===== src/rtl/fp_special_case_unit.sv =====
// Two-stage IEEE-754 special-case resolver for add/sub/mul/div, placed ahead of the arithmetic datapath.
// Optional build macro FP_NAN_PROPAGATE_EN: NaN results carry the first NaN operand (quieted) instead of the canonical NaN.
module fp_special_case_unit #(
    parameter int EXP_WIDTH  = 8,
    parameter int MANT_WIDTH = 23,
    parameter int TAG_WIDTH  = 4
) (
    input  logic                                 clk,
    input  logic                                 rst,
    input  logic                                 in_valid,
    output logic                                 in_ready,
    input  logic [1:0]                           in_op,
    input  logic [EXP_WIDTH+MANT_WIDTH:0]        in_a,
    input  logic [EXP_WIDTH+MANT_WIDTH:0]        in_b,
    input  logic [TAG_WIDTH-1:0]                 in_tag,
    output logic                                 out_valid,
    input  logic                                 out_ready,
    output logic                                 out_special,
    output logic [EXP_WIDTH+MANT_WIDTH:0]        out_result,
    output logic [3:0]                           out_flags,
    output logic [TAG_WIDTH-1:0]                 out_tag,
    input  logic                                 flags_clear,
    output logic [3:0]                           sticky_flags
);

    localparam int W = EXP_WIDTH + MANT_WIDTH + 1;

    typedef enum logic [1:0] {
        OP_ADD = 2'b00,
        OP_SUB = 2'b01,
        OP_MUL = 2'b10,
        OP_DIV = 2'b11
    } op_e;

    typedef struct packed {
        logic nan;
        logic snan;
        logic inf;
        logic denorm;
        logic zero;
    } class_t;

    localparam logic [EXP_WIDTH-1:0] EXP_ONES  = '1;
    localparam logic [W-1:0]         CANON_NAN = {1'b0, EXP_ONES, 1'b1, {(MANT_WIDTH-1){1'b0}}};

    function automatic class_t classify(input logic [W-1:0] x);
        logic [EXP_WIDTH-1:0]  e;
        logic [MANT_WIDTH-1:0] m;
        class_t                c;
        e        = x[W-2 -: EXP_WIDTH];
        m        = x[MANT_WIDTH-1:0];
        c.nan    = (&e) && (|m);
        c.snan   = c.nan && !m[MANT_WIDTH-1];
        c.inf    = (&e) && !(|m);
        c.denorm = !(|e) && (|m);
        c.zero   = !(|e) && !(|m);
        return c;
    endfunction

    function automatic logic [W-1:0] inf_of(input logic s);
        return {s, EXP_ONES, {MANT_WIDTH{1'b0}}};
    endfunction

    function automatic logic [W-1:0] zero_of(input logic s);
        return {s, {(W-1){1'b0}}};
    endfunction

    // Handshake / advance
    logic adv1;
    logic adv2;
    logic s1_valid;

    assign adv2     = !out_valid || out_ready;
    assign adv1     = !s1_valid || adv2;
    assign in_ready = adv1 && !rst;

    // Stage 1: operands, op, tag and classification
    op_e                  s1_op;
    logic [W-1:0]         s1_a;
    logic [W-1:0]         s1_b;
    logic [TAG_WIDTH-1:0] s1_tag;
    class_t               s1_cls_a;
    class_t               s1_cls_b;

    always_ff @(posedge clk) begin
        if (rst) begin
            s1_valid <= 1'b0;
        end else if (adv1) begin
            s1_valid <= in_valid;
        end
    end

    // NOTE: payload registers carry no reset; s1_valid alone decides whether they mean anything.
    always_ff @(posedge clk) begin
        if (in_valid && in_ready) begin
            s1_op    <= op_e'(in_op);
            s1_a     <= in_a;
            s1_b     <= in_b;
            s1_tag   <= in_tag;
            s1_cls_a <= classify(in_a);
            s1_cls_b <= classify(in_b);
        end
    end

    // Resolution (combinational between S1 and S2)
    logic         sign_a;
    logic         sign_b;
    logic         sign_x;
    logic [W-1:0] b_eff;
    logic [W-1:0] nan_result;
    logic         any_nan;
    logic         res_special;
    logic [W-1:0] res_result;
    logic         res_invalid;
    logic         res_dbz;
    logic [3:0]   res_flags;

    // NOTE: every output of this block gets a default first so no path can infer a latch.
    always_comb begin
        res_special = 1'b1;
        res_result  = '0;
        res_invalid = 1'b0;
        res_dbz     = 1'b0;

        sign_a  = s1_a[W-1];
        sign_b  = s1_b[W-1] ^ (s1_op == OP_SUB);
        sign_x  = sign_a ^ sign_b;
        b_eff   = {sign_b, s1_b[W-2:0]};
        any_nan = s1_cls_a.nan || s1_cls_b.nan;

`ifdef FP_NAN_PROPAGATE_EN
        nan_result                 = s1_cls_a.nan ? s1_a : s1_b;
        nan_result[MANT_WIDTH-1]   = 1'b1;
`else
        nan_result = CANON_NAN;
`endif

        if (any_nan) begin
            res_result  = nan_result;
            res_invalid = s1_cls_a.snan || s1_cls_b.snan;
        end else begin
            case (s1_op)
                OP_ADD, OP_SUB: begin
                    if (s1_cls_a.inf && s1_cls_b.inf && (sign_a != sign_b)) begin
                        res_result  = CANON_NAN;
                        res_invalid = 1'b1;
                    end else if (s1_cls_a.inf) begin
                        res_result = s1_a;
                    end else if (s1_cls_b.inf) begin
                        res_result = b_eff;
                    end else if (s1_cls_a.zero && s1_cls_b.zero) begin
                        res_result = zero_of(sign_a & sign_b);
                    end else if (s1_cls_a.zero) begin
                        res_result = b_eff;
                    end else if (s1_cls_b.zero) begin
                        res_result = s1_a;
                    end else begin
                        res_special = 1'b0;
                    end
                end
                OP_MUL: begin
                    if ((s1_cls_a.inf && s1_cls_b.zero) || (s1_cls_a.zero && s1_cls_b.inf)) begin
                        res_result  = CANON_NAN;
                        res_invalid = 1'b1;
                    end else if (s1_cls_a.inf || s1_cls_b.inf) begin
                        res_result = inf_of(sign_x);
                    end else if (s1_cls_a.zero || s1_cls_b.zero) begin
                        res_result = zero_of(sign_x);
                    end else begin
                        res_special = 1'b0;
                    end
                end
                OP_DIV: begin
                    if ((s1_cls_a.inf && s1_cls_b.inf) || (s1_cls_a.zero && s1_cls_b.zero)) begin
                        res_result  = CANON_NAN;
                        res_invalid = 1'b1;
                    end else if (s1_cls_a.inf) begin
                        res_result = inf_of(sign_x);
                    end else if (s1_cls_b.inf) begin
                        res_result = zero_of(sign_x);
                    end else if (s1_cls_b.zero) begin
                        res_result = inf_of(sign_x);
                        res_dbz    = 1'b1;
                    end else if (s1_cls_a.zero) begin
                        res_result = zero_of(sign_x);
                    end else begin
                        res_special = 1'b0;
                    end
                end
            endcase
        end

        res_flags = {res_invalid, res_dbz, any_nan, s1_cls_a.denorm || s1_cls_b.denorm};
    end

    // Stage 2: registered outputs
    always_ff @(posedge clk) begin
        if (rst) begin
            out_valid   <= 1'b0;
            out_special <= 1'b0;
            out_result  <= '0;
            out_flags   <= '0;
            out_tag     <= '0;
        end else if (adv2) begin
            out_valid   <= s1_valid;
            out_special <= s1_valid && res_special;
            out_result  <= s1_valid ? res_result : '0;
            out_flags   <= s1_valid ? res_flags : 4'b0000;
            out_tag     <= s1_valid ? s1_tag : '0;
        end
    end

    // A handshake coinciding with flags_clear still records its flags.
    always_ff @(posedge clk) begin
        if (rst) begin
            sticky_flags <= 4'b0000;
        end else begin
            sticky_flags <= (flags_clear ? 4'b0000 : sticky_flags)
                          | ((out_valid && out_ready) ? out_flags : 4'b0000);
        end
    end

endmodule


===== config.mk =====
export PLATFORM = sky130hd
export DESIGN_NAME = fp_special_case_unit
export DESIGN_NICKNAME = d
export VERILOG_FILES = /design/src/rtl/fp_special_case_unit.sv
export SDC_FILE = /design/constraint.sdc
export NUM_CORES = 1
export LEC_CHECK = 0
export ABC_AREA = 1
export BUFFER_PORTS_ARGS = -buffer_cell sky130_fd_sc_hd__buf_2
export CAP_MARGIN = 20
export CORE_UTILIZATION = 53
export CTS_CLUSTER_SIZE = 10
export DETAILED_ROUTE_END_ITERATION = 10
export PLACE_DENSITY = 0.79
export SLEW_MARGIN = 20
export SYNTH_ARGS = -nofsm -noshare
export SYNTH_HDL_FRONTEND = slang
export SYNTH_SLANG_ARGS = --single-unit

===== constraint.sdc =====
create_clock -name clk -period 7.3 [get_ports clk]
set_input_delay 1.46 -clock clk [delete_from_list [all_inputs] [get_ports clk]]
set_output_delay 1.46 -clock clk [all_outputs]
set_load 0.005 [all_outputs]

* Word-level counts from Yosys, hierarchy flattened
Index checks and enable logic that the tools add are counted.
Storage, ports and cells: flip-flop bits (word level) 127, input port bits 75, output and inout bits 47, logic and storage cells 121
Operators by class: eq/ne operators 4, multiplexer cells 47, bitwise operators 4, reduce and logical (&&, ||, !) cells 45
Operators with widths (number):
- two-way mux 32 bit | 16
- case mux 32 bit (3 select lines) | 1
- OR reduction 23 bit | 2
- two-way mux 1 bit | 24
- logical AND 1 bit | 19
- two-way mux 4 bit | 4
- AND reduction 8 bit | 2
- OR reduction 8 bit | 2
- logical NOT 1 bit | 9
- logical OR 1 bit | 9
- case mux 1 bit (3 select lines) | 2
- == test 2 bit, second input constant | 2
- OR 4 bit | 1
- == test 2 x 1 -> 1 bit, second input constant | 1
- logical NOT 2 bit | 1
- OR reduction 2 bit | 1
- bitwise XOR 1 bit | 2
- bitwise AND 1 bit | 1
- != test 1 bit | 1

* Depth between registers and ports, before layout
Gate-level depths: netlist of run 1.
depth in word-level cells 11, depth in mapped cells 14, depth with buffers taken out 13

* Worst setup path before layout of run 1
OpenSTA, ideal clock, no wires.
path type input port to flip-flop, from in out_ready, to reg s1_a[0], enable pin, library setup time 0.519 ns, arrival time 5.241 ns, data required time 6.781 ns, setup slack 1.540 ns, cell stages on the path 5, buffers on the path 0, cell sequence nor2_4 inv_1 nor2_1 or2_2 nor2_1
On the way: word-level cells in the longest chain between the ends 4
Ends and longest elaborated chain:
- start, declared | line 17 | input logic out_ready,
- logical OR 1 bit | line 73 | assign adv2 = !out_valid || out_ready;
- logical OR 1 bit | line 74 | assign adv1 = !s1_valid || adv2;
- logical AND 1 bit | line 75 | assign in_ready = adv1 && !rst;
- logical AND 1 bit | line 95 | if (in_valid && in_ready) begin
- end signal, assigned | line 97 | s1_a <= in_a;
- end, declared | line 79 | logic [W-1:0] s1_a;
No other way between the ends. A chain may end at the register's enable or synchronous reset.

* Final worst setup path of run 1
from in out_ready, to out in_ready
On the way: word-level cells in the longest chain between the ends 3
Ends and longest elaborated chain:
- logical OR 1 bit | line 73
- logical OR 1 bit | line 74
- logical AND 1 bit | line 75
- end, declared | line 11 | output logic in_ready,
No other way between the ends.

==> flow_summary.json, run 1 <==
{
  "hpwl_um": 7910,
  "cp-end-kind": "primary output",
  "num_rows": 35,
  "drive_above_1_share_pct": 29.1,
  "dieArea_um2": 10300,
  "place.gp.congestion": 0.859,
  "initial_core_util_pct": 55.7,
  "multiInputGateArea_um2": 1670,
  "holdPathStages": 2,
  "via_per_inst": 5.08,
  "power_switching_share_pct": 20.0,
  "cp-start-kind": "primary input",
  "ys.warnings.count": 0,
  "yosysSeqAreaShare_pct": 63.8,
  "setup_violations": 0,
  "worstPathArrival_ps": 2980,
  "cts_tree": "yes",
  "finalMaxSlewViolations": 0,
  "ff2ff_setup_slack_ps": 4540,
  "outcome": "finished clean",
  "slew_headroom_pct": 29.2,
  "fmax_mhz": 225,
  "clock_tree.buffer_depth": 2,
  "num_antenna_cells": 0,
  "final_hold_viol_count": 0,
  "grt_pass1_vias": 3766,
  "finalWorstSetupSlack_ps": 2860,
  "path_max_fanout": 43,
  "cts_max_level": 4,
  "layout_min_cycle_time_ps": 4440,
  "p_seq_share_pct": 45.4,
  "cts.root.buffer_cell": "clkbuf_8",
  "cap_viol_max_count": 0,
  "p_sw_mw": 0.352,
  "grt_use_total_pct": 23.6,
  "cts_num_sinks": 127,
  "pwr-share-clk_pct": 49.5,
  "drt_wl_total_um": 11200,
  "dp_slack_ps": 2860,
  "irDropWorstVdd_uv": 212,
  "wl_per_cell_um": 14.2,
  "synth_area_per_cell_um2": 10.0,
  "p_int_mw": 1.41,
  "syn-num-nets": 598,
  "p_total_mw": 1.76,
  "final_cell_mix": "nand2_1 (192), buf_2 (121), edfxtp_1 (80)",
  "final.setup.tns_ps": 0,
  "grt_pass1_wl_um": 18100,
  "tightest_slew_ps": 1060,
  "insertion_delay_ps": 510,
  "worst_ep_required_time_ps": 5840,
  "ctsHoldBuffers": 0,
  "min-delay-start": "out_result[31]",
  "fin_crit_sh_pct": 60.8,
  "drc": 0,
  "first_pass_iters": 4,
  "antenna_found_initial": 0,
  "numCtsBuffers": 17,
  "path_clk_slew_ps": 50,
  "synth_seq_cells": 127,
  "post_cts_buffers": 0,
  "worst-setup-path-type": "in2out",
  "die_h_um": 101,
  "fillers": 732,
  "layout_commonest_cell": "nand2_1",
  "grt_max_degree": 81,
  "r2r_start": "s1_op[1]",
  "whs_ps": 460,
  "pin_count": 122,
  "nets": 720,
  "p_leak_nw": 2.71,
  "area_growth_syn_to_layout_pct": 24.3,
  "pwr_density_cell_nw_per_um2": 270,
  "holdPathEnd": "out_result[31]",
  "cts_resized": 0,
  "drt_iter0_markers": 189,
  "r2r-end": "out_result[5]",
  "seq_area_um2": 3340,
  "hold_path.class": "reg2reg",
  "numPortBuffers": 121,
  "synth_area_um2": 5240,
  "synth_cell_types": 32,
  "worst-r2r-cell-count": 10,
  "die_w_um": 101,
  "numPlacedInstances": 754,
  "overflow": 0,
  "fin_cells": 786,
  "ant_nets": 0,
  "core_um2": 9420,
  "clock_skew_ps": 7.01,
  "rsz0062_at_grt": "no",
  "comb_power_share_pct": 5.1,
  "syn_inst": 522,
  "vias": 3996
}
cell families (layout without fill, tap and decap cells):
family | Yosys count | in the layout | synth area share (%)
compound gates | 59 | 59 | 7.66
simple gates | 287 | 287 | 23.9
fa+ha+maj | 1 | 1 | 0.239
buf+inv | 48 | 183 | 4.49
flops | 127 | 127 | 63.8
cell usage after synthesis, drive strengths merged:
cell      n  share of area (%)
o21ai     7               0.95
o21bai    1               0.14
edfxtp   80                 46
clkbuf    9               0.64
a21oi    49                6.3
nand2   196                 14
buf      10                1.7
a31oi     2               0.24
and2      2               0.24
nor2     30                3.1
nand3b    1               0.14
nor4     14                1.7
nand4     3               0.36
nand3    38                3.7
or2       3               0.36
dfxtp    47                 18
ha        1               0.24
inv      29                2.1
layer usage:
metal | wire length [um] | global-route usage, % | share of wire (%) | vias up
met5 | 0 | 0 | 0 | -
met4 | 207 | 8.58 | 1.8 | 0
met3 | 629 | 5.45 | 5.6 | 21
met2 | 5540 | 38.7 | 49 | 132
met1 | 4820 | 30.9 | 43 | 1839
li1 | - | - | - | 2004
power by group through the flow:
stage / sequential (mW) / clock, mW / combinational (mW)
after CTS: 0.799 / 0.882 / 0.0895
after floorplan: 0.813 / 0 / 0.0479
after global routing: 0.801 / 0.910 / 0.100
final: 0.799 / 0.871 / 0.0891
after global placement: 0.813 / 0 / 0.0852
after detailed placement: 0.814 / 0 / 0.0889
per-stage QoR:
| step | util [%] | cell area, um2 |
|---|---|---|
| after CTS | 69.2 | 6520 |
| after floorplan | - | 5240 |
| after global routing | 69.2 | 6520 |
| final | 69.2 | 6520 |
| after detailed placement | 62.7 | 5900 |
| after global placement | 62.7 | 5900 |
final cells by class:
type | count | area share, %
clock buffer | 20 | 6.53
multi-input combinational | 347 | 25.7
tap | 129 | 2.48
inverter | 29 | 1.71
sequential | 127 | 51.3
clock inverter | 12 | 2.94
timing repair buffer | 122 | 9.40
worst max-delay path, cell delays in order:
cell	delay (ps)
buf_2	140
nor2_4	780
inv_1	130
nor2_1	150
or2_2	160
inv_1	40
buf_2	110
worst max-delay path by stage:
stage | slack [ps] | to | startpoint | cells past startpoint
6_report | 2860 | in_ready | out_ready | 7
5_1_grt | 2640 | in_ready | out_ready | 7
4_1_cts | 2860 | in_ready | out_ready | 7
3_5_place_dp | 2860 | in_ready | out_ready | 7
3_3_place_gp | 2930 | in_ready | out_ready | 7
2_1_floorplan | 1540 | s1_a[0] | out_ready | 5
sequential cells by signal, summed over array words and instances (netlist names), 2 cells and up:
name and flops:
out_tag 4, s1_a 32, out_flags 4, s1_cls_b 5
s1_b 32, out_result 32, s1_op 2, sticky_flags 4
s1_tag 4, s1_cls_a 5
Power figures use the tool's default switching activity.
==> run 2: changes to the inputs <==
- CORE_UTILIZATION: 53 -> 48
- PLACE_DENSITY: 0.79 -> 0.75
- clock period: 7.3 -> 4.05 ns (I/O delays scaled with it)
==> run 2 against run 1 <==
Net effect:
- cell count grew 1.1%
- critical path type is now reg2reg
- critical endpoint is now out_result[18]
- register-to-register slack got worse by 3200 ps
- sequential share of layout area fell by 0.41 points
- critical path depth increased by 3
- highest routed layer unchanged
- global-route usage fell by 2.2 points
- non-clock buffer count grew 2
- clock power up 81%
- hold slack about the same
- first-iteration DRC count increased by 28%
==> flow_summary.json, run 2 (synthesized netlist as in run 1, its figures left out) <==
{
  "worst-r2r-cell-count": 10,
  "grt_pass1_vias": 3859,
  "layout_min_cycle_time_ps": 2710,
  "slew_headroom_pct": 43.8,
  "ctsHoldBuffers": 0,
  "ff2ff_setup_slack_ps": 1340,
  "num_rows": 37,
  "die_h_um": 107,
  "grt_use_total_pct": 21.4,
  "hpwl_um": 8080,
  "nets": 722,
  "fin_crit_sh_pct": 66.8,
  "first_pass_iters": 6,
  "cp_cell_sequence": "inv_1, nand3_1, nand2_1, inv_1, ha_1, nand3_2, nand2_1, nor2_2, nand2_1, a21oi_2",
  "via_per_inst": 5.05,
  "finalWorstSetupSlack_ps": 1340,
  "drt_wl_total_um": 11500,
  "pin_count": 122,
  "initial_core_util_pct": 50.1,
  "cts.root.buffer_cell": "clkbuf_8",
  "numCtsBuffers": 17,
  "p_leak_nw": 2.73,
  "comb_power_share_pct": 5.2,
  "insertion_delay_ps": 520,
  "clock_tree.buffer_depth": 2,
  "cp-start-kind": "flop",
  "fmax_mhz": 370,
  "cts_resized": 0,
  "outcome": "finished clean",
  "p_sw_mw": 0.673,
  "worst_ep_required_time_ps": 4500,
  "overflow": 0,
  "ant_nets": 0,
  "cpLargestDelayFamily": "simple AND/OR/NAND/NOR gates",
  "clock_skew_ps": 7.71,
  "vias": 4018,
  "post_cts_buffers": 0,
  "layout_commonest_cell": "nand2_1",
  "finalMaxSlewViolations": 0,
  "tightest_slew_ps": 842,
  "worst-setup-path-type": "reg2reg",
  "pwr_density_cell_nw_per_um2": 485,
  "path_depth": 10,
  "reg_top3": "out_result: 32 flops, s1_a: 32 flops, s1_b: 32 flops",
  "drive_above_1_share_pct": 29.9,
  "grt_pass1_wl_um": 18400,
  "pwr-share-clk_pct": 49.7,
  "cts_max_level": 4,
  "grt_max_degree": 81,
  "power_switching_share_pct": 21.1,
  "wl_per_cell_um": 14.4,
  "final_cell_mix": "nand2_1 (192), buf_2 (121), edfxtp_1 (80)",
  "critPathMaxStageDelay_ps": 690,
  "critPathCapture": "out_result[18]",
  "num_antenna_cells": 0,
  "drt_iter0_markers": 242,
  "irDropWorstVdd_uv": 238,
  "dieArea_um2": 11300,
  "area_growth_syn_to_layout_pct": 25.3,
  "path_clk_slew_ps": 60,
  "setup_violations": 0,
  "r2r-end": "out_result[18]",
  "rsz0062_at_grt": "no",
  "numPortBuffers": 121,
  "antenna_found_initial": 0,
  "final_hold_viol_count": 0,
  "core_um2": 10500,
  "cpMostUsedCell": "nand2_1",
  "drc": 0,
  "r2r_start": "s1_op[1]",
  "cts_num_sinks": 127,
  "p_seq_share_pct": 45.2,
  "cts_tree": "yes",
  "worstPathArrival_ps": 3150,
  "startpoint": "s1_op[1]",
  "cap_viol_max_count": 0,
  "p_int_mw": 2.51,
  "final.setup.tns_ps": 0,
  "die_w_um": 107,
  "cp_num_buf_inv": 2,
  "place.gp.congestion": 0.828,
  "cp-end-kind": "flop",
  "hold_path.class": "reg2reg",
  "dp_slack_ps": 1320,
  "path_max_fanout": 22,
  "cp_slowest_cell": "nor2_2"
}
[run 2: worst min-delay path by stage]
stage | from | endpoint | slack, ps | cells past startpoint
CTS | in_op[0] | s1_op[0] | 450 | 1
finish | sticky_flags[2] | sticky_flags[2] | 460 | 2
global placement | out_result[7] | out_result[7] | 450 | 2
floorplan | sticky_flags[0] | sticky_flags[0] | 460 | 2
detailed placement | out_result[7] | out_result[7] | 450 | 2
global route | in_tag[3] | s1_tag[3] | 450 | 1
[run 2: final cells by class]
| class | instances | area [um2] |
|---|---|---|
| Fill cell | 836 | 3890 |
| Timing Repair Buffer | 124 | 641 |
| Sequential cell | 127 | 3340 |
| Inverter | 29 | 111 |
| Clock buffer | 21 | 482 |
| Tap cell | 136 | 170 |
| Clock inverter | 11 | 151 |
| Multi-Input combinational cell | 347 | 1670 |
[run 2: worst reg2reg max path, cell delays in order, from the launching register on]
cell	delay [ps]
edfxtp_1	420
inv_1	270
nand3_1	130
nand2_1	110
inv_1	50
ha_1	290
nand3_2	170
nand2_1	160
nor2_2	690
nand2_1	180
a21oi_2	160
[run 2: routing by layer]
| metal | up-vias | track usage [%] | share of wire, % | routed length, um |
|---|---|---|---|---|
| met5 | - | 0 | 0 | 0 |
| met4 | 0 | 8.41 | 1.8 | 203 |
| met3 | 19 | 5.21 | 5.3 | 610 |
| met2 | 138 | 35.6 | 50 | 5700 |
| met1 | 1855 | 26.8 | 43 | 4970 |
| li1 | 2006 | - | - | - |
[run 2: power groups by stage]
stage	Clock (mW)	Sequential [mW]	Combinational (mW)
after CTS	1.60	1.44	0.166
after global routing	1.66	1.44	0.183
after global placement	0	1.46	0.158
after detailed placement	0	1.47	0.164
after floorplan	0	1.46	0.0866
final	1.58	1.44	0.165
[run 2: stage by stage]
stage / total power [mW] / hold slack (ps) / instance area (um2) / utilization, % / cells
after floorplan: 1.55 / 460 / 5250 / - / 522
after global placement: 1.62 / 451 / 5940 / 56.8 / 763
after detailed placement: 1.63 / 454 / 5940 / 56.8 / 763
after CTS: 3.21 / 447 / 6570 / 62.8 / 795
after global routing: 3.29 / 448 / 6570 / 62.8 / 795
final: 3.19 / 460 / 6570 / 62.8 / 795
